===== config.mk =====
export PLATFORM = sky130hd
export DESIGN_NAME = chip8_mem_init
export DESIGN_NICKNAME = d
export VERILOG_FILES = /design/src/rtl/chip8_pkg.sv /design/src/rtl/chip8_font_rom.sv /design/src/rtl/chip8_mem_init.sv
export SDC_FILE = /design/constraint.sdc
export NUM_CORES = 1
export LEC_CHECK = 0
export BUFFER_PORTS_ARGS = -buffer_cell sky130_fd_sc_hd__buf_2
export CORE_MARGIN = 5
export CORE_UTILIZATION = 51
export CTS_CLUSTER_DIAMETER = 60
export CTS_CLUSTER_SIZE = 28
export DETAILED_ROUTE_END_ITERATION = 8
export PLACE_DENSITY = 0.87
export SKIP_LAST_GASP = 1
export SLEW_MARGIN = 20
export SYNTH_ARGS = -nofsm -noshare
export SYNTH_HDL_FRONTEND = slang
export SYNTH_SLANG_ARGS = --single-unit

===== constraint.sdc =====
create_clock -name clk_in -period 2.35 [get_ports clk_in]
set_clock_uncertainty 0.15 [all_clocks]
set_input_delay 0.235 -clock clk_in [delete_from_list [all_inputs] [get_ports clk_in]]
set_output_delay 0.235 -clock clk_in [all_outputs]
set_load 0.1 [all_outputs]

===== src/rtl/chip8_pkg.sv =====
// chip8_pkg: shared init-sequencer state type and CHIP-8 memory map constants
package chip8_pkg;
  typedef enum logic [1:0] {CLEAR, FONT, ROM, DONE} init_state_e;
  localparam int FONT_ROWS = 5;
  localparam int FONT_BYTES = 16 * FONT_ROWS;
  localparam int DEF_MEM_DEPTH = 4096;
  localparam int DEF_ADDR_W = 12;
  localparam int DEF_FONT_BASE = 0;
  localparam int DEF_ROM_BASE = 'h200;
  localparam int DEF_ROM_MAX_BYTES = 3584;
endpackage


===== src/rtl/chip8_font_rom.sv =====
// chip8_font_rom: combinational hex fontset lookup, digits 0..F with five rows each
module chip8_font_rom
  import chip8_pkg::*;
(
  input  logic [6:0] idx,
  output logic [7:0] data
);
  localparam logic [7:0] FONT_TBL [FONT_BYTES] = '{
    8'hF0, 8'h90, 8'h90, 8'h90, 8'hF0,
    8'h20, 8'h60, 8'h20, 8'h20, 8'h70,
    8'hF0, 8'h10, 8'hF0, 8'h80, 8'hF0,
    8'hF0, 8'h10, 8'hF0, 8'h10, 8'hF0,
    8'h90, 8'h90, 8'hF0, 8'h10, 8'h10,
    8'hF0, 8'h80, 8'hF0, 8'h10, 8'hF0,
    8'hF0, 8'h80, 8'hF0, 8'h90, 8'hF0,
    8'hF0, 8'h10, 8'h20, 8'h40, 8'h40,
    8'hF0, 8'h90, 8'hF0, 8'h90, 8'hF0,
    8'hF0, 8'h90, 8'hF0, 8'h10, 8'hF0,
    8'hF0, 8'h90, 8'hF0, 8'h90, 8'h90,
    8'hE0, 8'h90, 8'hE0, 8'h90, 8'hE0,
    8'hF0, 8'h80, 8'h80, 8'h80, 8'hF0,
    8'hE0, 8'h90, 8'h90, 8'h90, 8'hE0,
    8'hF0, 8'h80, 8'hF0, 8'h80, 8'hF0,
    8'hF0, 8'h80, 8'hF0, 8'h80, 8'h80
  };
  assign data = (idx < 7'(FONT_BYTES)) ? FONT_TBL[idx] : 8'h00;
endmodule


===== src/rtl/chip8_mem_init.sv =====
// chip8_mem_init: writes fontset then streamed program image into CHIP-8 memory; CHIP8_MEM_CLEAR_EN adds a leading zero-fill pass
module chip8_mem_init
  import chip8_pkg::*;
#(
  parameter int MEM_DEPTH = DEF_MEM_DEPTH,
  parameter int ADDR_W = DEF_ADDR_W,
  parameter int FONT_BASE = DEF_FONT_BASE,
  parameter int ROM_BASE = DEF_ROM_BASE,
  parameter int ROM_MAX_BYTES = DEF_ROM_MAX_BYTES
) (
  input  logic              clk_in,
  input  logic              rst_in,
  input  logic              start_in,
  input  logic              rom_valid_in,
  input  logic [7:0]        rom_data_in,
  input  logic              rom_last_in,
  output logic              rom_ready_out,
  output logic              mem_we_out,
  output logic [ADDR_W-1:0] mem_addr_out,
  output logic [7:0]        mem_wdata_out,
  output logic              busy_out,
  output logic              done_out,
  output logic [ADDR_W:0]   rom_len_out,
  output logic              overflow_out
);
`ifdef CHIP8_MEM_CLEAR_EN
  localparam init_state_e FIRST = CLEAR;
`else
  localparam init_state_e FIRST = FONT;
`endif
  if (MEM_DEPTH > 2**ADDR_W || ADDR_W < 7 || ROM_MAX_BYTES < 1 ||
      ROM_BASE + ROM_MAX_BYTES > MEM_DEPTH || FONT_BASE + FONT_BYTES > MEM_DEPTH) begin : g_bad_params
    $error("chip8_mem_init: inconsistent memory map parameters");
  end
  init_state_e state;
  logic [ADDR_W-1:0] idx;
  logic [7:0] font_byte;
  logic xfer, at_cap;
  chip8_font_rom u_font (
    .idx  (idx[6:0]),
    .data (font_byte)
  );
  assign rom_ready_out = (state == ROM) && (rom_len_out < (ADDR_W+1)'(ROM_MAX_BYTES));
  assign xfer = rom_valid_in && rom_ready_out;
  assign at_cap = rom_len_out == (ADDR_W+1)'(ROM_MAX_BYTES - 1);
  always_ff @(posedge clk_in) begin
    if (rst_in) begin
      state <= FIRST;
      idx <= '0;
      rom_len_out <= '0;
      overflow_out <= 1'b0;
      mem_we_out <= 1'b0;
      mem_addr_out <= '0;
      mem_wdata_out <= '0;
      busy_out <= 1'b0;
      done_out <= 1'b0;
    end else begin
      mem_we_out <= 1'b0;
      busy_out <= 1'b1;
      done_out <= 1'b0;
      case (state)
        CLEAR: begin
          mem_we_out <= 1'b1;
          mem_addr_out <= idx;
          mem_wdata_out <= 8'h00;
          idx <= (idx == ADDR_W'(MEM_DEPTH - 1)) ? '0 : idx + 1'b1;
          if (idx == ADDR_W'(MEM_DEPTH - 1)) state <= FONT;
        end
        FONT: begin
          mem_we_out <= 1'b1;
          mem_addr_out <= ADDR_W'(FONT_BASE) + idx;
          mem_wdata_out <= font_byte;
          idx <= idx + 1'b1;
          if (idx == ADDR_W'(FONT_BYTES - 1)) state <= ROM;
        end
        ROM: if (xfer) begin
          mem_we_out <= 1'b1;
          mem_addr_out <= ADDR_W'(ROM_BASE) + rom_len_out[ADDR_W-1:0];
          mem_wdata_out <= rom_data_in;
          rom_len_out <= rom_len_out + 1'b1;
          // hitting the cap without a last marker means the image was truncated
          if (rom_last_in || at_cap) begin
            state <= DONE;
            overflow_out <= !rom_last_in;
          end
        end
        DONE: if (start_in) begin
          state <= FIRST;
          idx <= '0;
          rom_len_out <= '0;
          overflow_out <= 1'b0;
        end else begin
          busy_out <= 1'b0;
          done_out <= 1'b1;
        end
        default: state <= FIRST;
      endcase
    end
  end
endmodule

# Word-level counts from Yosys, hierarchy flattened
# Memory sizes are Yosys's and may differ from the RTL's.
# Index checks and enable logic that the tools add are counted.
[totals]
reg_bits = 51
romBits = 1024
output_inout_bits = 38
word_cells = 74
n_memories = 1
[op_classes]
addsub = 3
order_cmp = 3
n_eq_ne = 11
mux = 28
bitwise = 2
n_reduce_logical = 17
[mem_list]
columns = ["memory", "words", "word_bits", "read_ports", "rd_ports_with_merged_regs", "wr", "line_no", "source"]
rows = [
  ["(no name shown)", 128, 8, 1, 0, 0, "chip8_font_rom.sv:26", "assign data = (idx < 7'(FONT_BYTES)) ? FONT_TBL[idx] : 8'h00;"],
]
[ops]
columns = ["cell", "n"]
rows = [
  ["$mux 12", 3],
  ["$pmux 12 s3", 1],
  ["$mux 8", 4],
  ["$mux 13", 2],
  ["$pmux 13 s2", 1],
  ["$pmux 12 s2", 1],
  ["$pmux 8 s3", 1],
  ["$add 13x1->13 const B", 1],
  ["$eq 13x12->1 const B", 1],
  ["$lt 13x12->1 const B", 1],
  ["$add 10x12->12 const A", 1],
  ["$add 12x1->12 const B", 1],
  ["$eq 12x12->1 const B", 1],
  ["$eq 12x7->1 const B", 1],
  ["$mux 2", 5],
  ["$ge 8x8->1 const B", 1],
  ["$ne 2x2->1 const B", 4],
  ["$not 7->8", 1],
  ["$pmux 2 s4", 1],
  ["$lt 7x7->1 const B", 1],
  ["$mux 1", 7],
  ["$reduce_and 2->1", 3],
  ["$reduce_bool 3->1", 2],
  ["$reduce_and 5->1", 1],
  ["other kinds (13)", 18],
]

# Longest topological paths before layout
[logic_depth]
ltp_word = 6
ltp_mapped = 8
ltp_nobuf = 7

# Cells and area by module
# Synthesis repeated with hierarchy kept, for this count alone.
[unflattened]
cells_unflattened = 369
hier_area_um2 = 3201.8
[modules_own_cells]
columns = ["mod", "n_inst", "cells_each", "area_each_um2", "seq_area_each_um2"]
rows = [
  ["chip8_mem_init", 1, 288, 2549.9, 1021.0],
  ["chip8_font_rom", 1, 81, 651.9, 0.0],
]

# Worst setup path before layout
# No wires, ideal clock.
[synth_path]
kind = "register to register"
startpoint = "register rom_len_out[9]"
endpoint = "register rom_len_out[11]"
setup_time_ns = 0.068
arrival_time_ns = 2.395
path_slack_ns = -0.264
stages_incl_launch_ff = 8
n_path_buf = 2
period_less_slack_ns = 2.614
path_cell_list = "dfxtp_1 -> ha_1 -> a21oi_4 -> a21boi_2 -> buf_2 -> o21bai_1 -> clkbuf_1 -> nor2_1"
[synth_between]
elab_chain_len = 5
[synth_rtl]
columns = ["item", "line_no", "source"]
rows = [
  ["start: declaration", "chip8_mem_init.sv:23", "output logic [ADDR_W:0] rom_len_out,"],
  ["start signal: assignment", "chip8_mem_init.sv:80", "rom_len_out <= rom_len_out + 1'b1;"],
  ["$lt 13x12->1", "chip8_mem_init.sv:43", "assign rom_ready_out = (state == ROM) && (rom_len_out < (ADDR_W+1)'(ROM_MAX_BYTES));"],
  ["$logic_and 1x1->1", "chip8_mem_init.sv:43", ""],
  ["$logic_and 1x1->1", "chip8_mem_init.sv:44", "assign xfer = rom_valid_in && rom_ready_out;"],
  ["$ne 2x2->1 (no source line)", "n/a", ""],
  ["$reduce_and 3->1 (no source line)", "n/a", ""],
]
# Several ways; a longest one is shown, not always the timed one. The select of a mux whose other input is x is not followed.
# A chain may end at the register's enable or synchronous reset.

# Worst setup path after layout
[layout_path]
startpoint = "register idx[0]"
endpoint = "register mem_wdata_out[5]"
[layout_between]
elab_chain_len = 6
[layout_rtl]
columns = ["item", "line_no", "source"]
rows = [
  ["start: declaration", "chip8_mem_init.sv:36", "logic [ADDR_W-1:0] idx;"],
  ["start signal: assignment", "chip8_mem_init.sv:66", "idx <= (idx == ADDR_W'(MEM_DEPTH - 1)) ? '0 : idx + 1'b1;"],
  ["start signal: assignment", "chip8_mem_init.sv:73", "idx <= idx + 1'b1;"],
  ["$not 7->8 (implied by the code)", "chip8_font_rom.sv:26", ""],
  ["$mem_v2 128x8", "n/a", ""],
  ["$mux 8 (implied by the code) (2 in a row)", "chip8_font_rom.sv:26", ""],
  ["$mux 8 *", "chip8_font_rom.sv:26", ""],
  ["$pmux 8 s3 *", "chip8_mem_init.sv:61", "case (state)"],
  ["end signal: assignment", "chip8_mem_init.sv:72", "mem_wdata_out <= font_byte;"],
  ["end signal: assignment", "chip8_mem_init.sv:79", "mem_wdata_out <= rom_data_in;"],
  ["end: declaration", "chip8_mem_init.sv:20", "output logic [7:0] mem_wdata_out,"],
]
# Mark *: on every way between the ends. The rest lies on a longest branch, timed or not. The select of a mux whose other input is x is not followed.

==> impl_metrics.ini <==
[floorplanning]
dieHeight_um = 86.5
coreArea_um2 = 5610
num_rows = 27
die_area_um2 = 7480
io_pins = 51
start_util_pct = 53.2
die_width_um = 86.5

[clock_tree]
clock_path_buffers = 2
cts_resized = 0
cts_max_level = 2
clkTransAtPathRegs_ps = 100
clockRootBuffer = clkbuf_8
clk_latency_ps = 320
cts.sinks = 51
cts_buffers = 5
post-cts-setup-buffer-count = 0
cts_tree = yes
holdBufCountCts = 0

[critical_path]
crit_required_ps = 2440
worstSetupPathType = reg -> reg
crit_arrival_ps = 2350
crit_slowest_cell = mux4_2
slowest_delay_ps = 480
r2r_slack_ps = 90
cp_cell_sequence = inv_1 > ha_1 > inv_1 > mux4_2 > o32ai_1 > o211ai_1 > o211ai_1
r2r_start = idx[0]
cp-start-kind = flop
worstPathMaxFanout = 5
cp-end-kind = flop
startpoint = idx[0]

[global_routing]
grtUsageTotal_pct = 21.5
antenna_found_initial = 0
grt_pass1_vias = 2644
grt_max_degree = 27
globalRouteOverflowTotal = 0
grt_pass1_wl_um = 13100

[sta]
tightest_slew_ps = 591
maxSlewViolCount = 0
hold_violations = 0
period_needed_ps = 2260
rsz0062_at_grt = false
max_freq_mhz = 443
finalSetupViolCount = 0
max_slew_margin_pct = 59.8
finalCritPeriodShare_pct = 96.0
finalSetupTns_ps = 0

[pwr]
power.density_nw_per_um2 = 1120
clkPwrFrac_pct = 16.5
power_leakage_nw = 1.39
switchingPower_w = 0.00201
max-vdd-ir-drop_mv = 1.06
combPwrFrac_pct = 54.5
p_int_w = 0.00189
sw_frac_of_total_pct = 51.5
seqPwrFrac_pct = 29.0

[logic_synthesis]
synth_area_leaders = dfxtp_1, ha_1, nor2_1
synthCells = 349
ys_types = 54
synthTopCellsByCount = dfxtp_1, nor2_1, nand2_1
yosys.area.top_type_share_pct = 34.2
synthFlopType = dfxtp_1
ys_ff_latch = 51
yosys_warnings = 0
syn_nets = 377
synth_area_um2 = 2980
synth_edf_count = 0
syn_area_per_cell_um2 = 8.54
yosysTopAreaCell = dfxtp_1
async_reset_ff_share_pct = 0
synth.most_common_cell = dfxtp_1
ys_seq_area_share_pct = 34.2

[final_layout]
multi_input_area_um2 = 1830
final_cells = 472
drive_gt1_share_pct = 25.0
seqCellArea_um2 = 1030
fin_nets = 427
antenna_cells = 0
syn_to_final_growth_pct = 17.3
nFillCells = 433

[placement]
gp_congestion = 0.914
portBuffers = 50
placed_cells = 464
hpwlAfterDp_um = 5760

[detailed_routing]
route.detailed.drc = 0
first_pass_iters = 6
num_vias = 2831
wl_per_cell_um = 16.7
wirelength_um = 7880
drtIter0Drc = 295
antenna_left = 0
viasPerCell = 6.00

[job]
drv_cap = 0

[hold_path]
hp-start = rom_data_in[1]
hp-class = in -> reg

[outcome]
status = completed
==> worst max-delay path: cells and delay by family (launching register included) <==
kind,cells,cell delay (ps)
flops,1,410
compound gates,3,540
fa+ha+maj,1,380
buf+inv,2,230
mux,1,480
==> routing by layer <==
metal  GRT usage (%)  wire length, µm
met1            27.3             3240
met2            35.7             3820
met3            3.80              637
met4            8.92              189
met5               0                0
==> area by class of cell <==
type                            instances  area share [%]
Inverter                               12            1.29
Sequential cell                        51            29.5
Clock buffer                            5            1.97
Timing Repair Buffer                   66            11.0
Clock inverter                          3            1.32
Multi-Input combinational cell        263            52.3
Tap cell                               72            2.58
==> kinds of logic (layout without fill, tap and decap cells) <==
kind of cell | after synthesis | count (layout) | synth area share [%]
flip-flops | 51 | 51 | 34.2
buffers and inverters | 35 | 86 | 4.83
adder cells (fa/ha/maj) | 15 | 15 | 6.29
multiplexers | 22 | 22 | 9.27
AND/OR/NAND/NOR | 141 | 141 | 24.1
XOR/XNOR | 21 | 21 | 6.17
AO/OA/AOI/OAI | 64 | 64 | 15.1
==> layout by cell type, fill, tap and decap left out, types with 7 or more instances in the layout <==
| cell | count |
|---|---|
| nand3_1 | 9 |
| a211oi_1 | 12 |
| dfxtp_1 | 42 |
| buf_4 | 16 |
| ha_1 | 15 |
| nor2_1 | 49 |
| nor2b_1 | 7 |
| o21ai_0 | 7 |
| nand4_1 | 11 |
| buf_2 | 49 |
| a21oi_1 | 16 |
| nor3_1 | 7 |
| xnor2_1 | 16 |
| mux2i_1 | 15 |
| inv_1 | 12 |
| nand2_1 | 24 |
| dfxtp_2 | 9 |
==> final timing paths <==
path / endpoint / cells past startpoint
worst max-delay path: mem_wdata_out[5] / 7
worst min-delay path: mem_wdata_out[1] / 3
worst max register to register: mem_wdata_out[5] / 7
worst min register to register: mem_wdata_out[1] / 2
==> power by group through the flow <==
stage / Clock [W] / Combinational [W] / Sequential, W
global route: 0.000689 / 0.00223 / 0.00115
finish: 0.000645 / 0.00213 / 0.00113
detailed placement: 0 / 0.00209 / 0.00115
CTS: 0.000646 / 0.00210 / 0.00113
global placement: 0 / 0.00203 / 0.00114
floorplan: 0 / 0.000802 / 0.00203
==> registers in the layout, indices dropped and copies added, names as in the netlist <==
signal         flops
idx               12
state              2
rom_len_out       13
mem_we_out         1
overflow_out       1
done_out           1
busy_out           1
mem_addr_out      12
mem_wdata_out      8
==> metrics by stage <==
stage	util (%)	worst slack, ps	hold WS (ps)	area, µm²	total power [W]
finish	62.4	94.5	38.3	3500	0.00390
global route	62.4	20.9	37.5	3500	0.00407
CTS	62.1	84.4	36.1	3480	0.00388
detailed placement	60.1	87.9	292	3370	0.00324
global placement	60.1	264	286	3370	0.00316
floorplan	-	35.5	202	2990	0.00283
(Power assumes the default switching activity.)
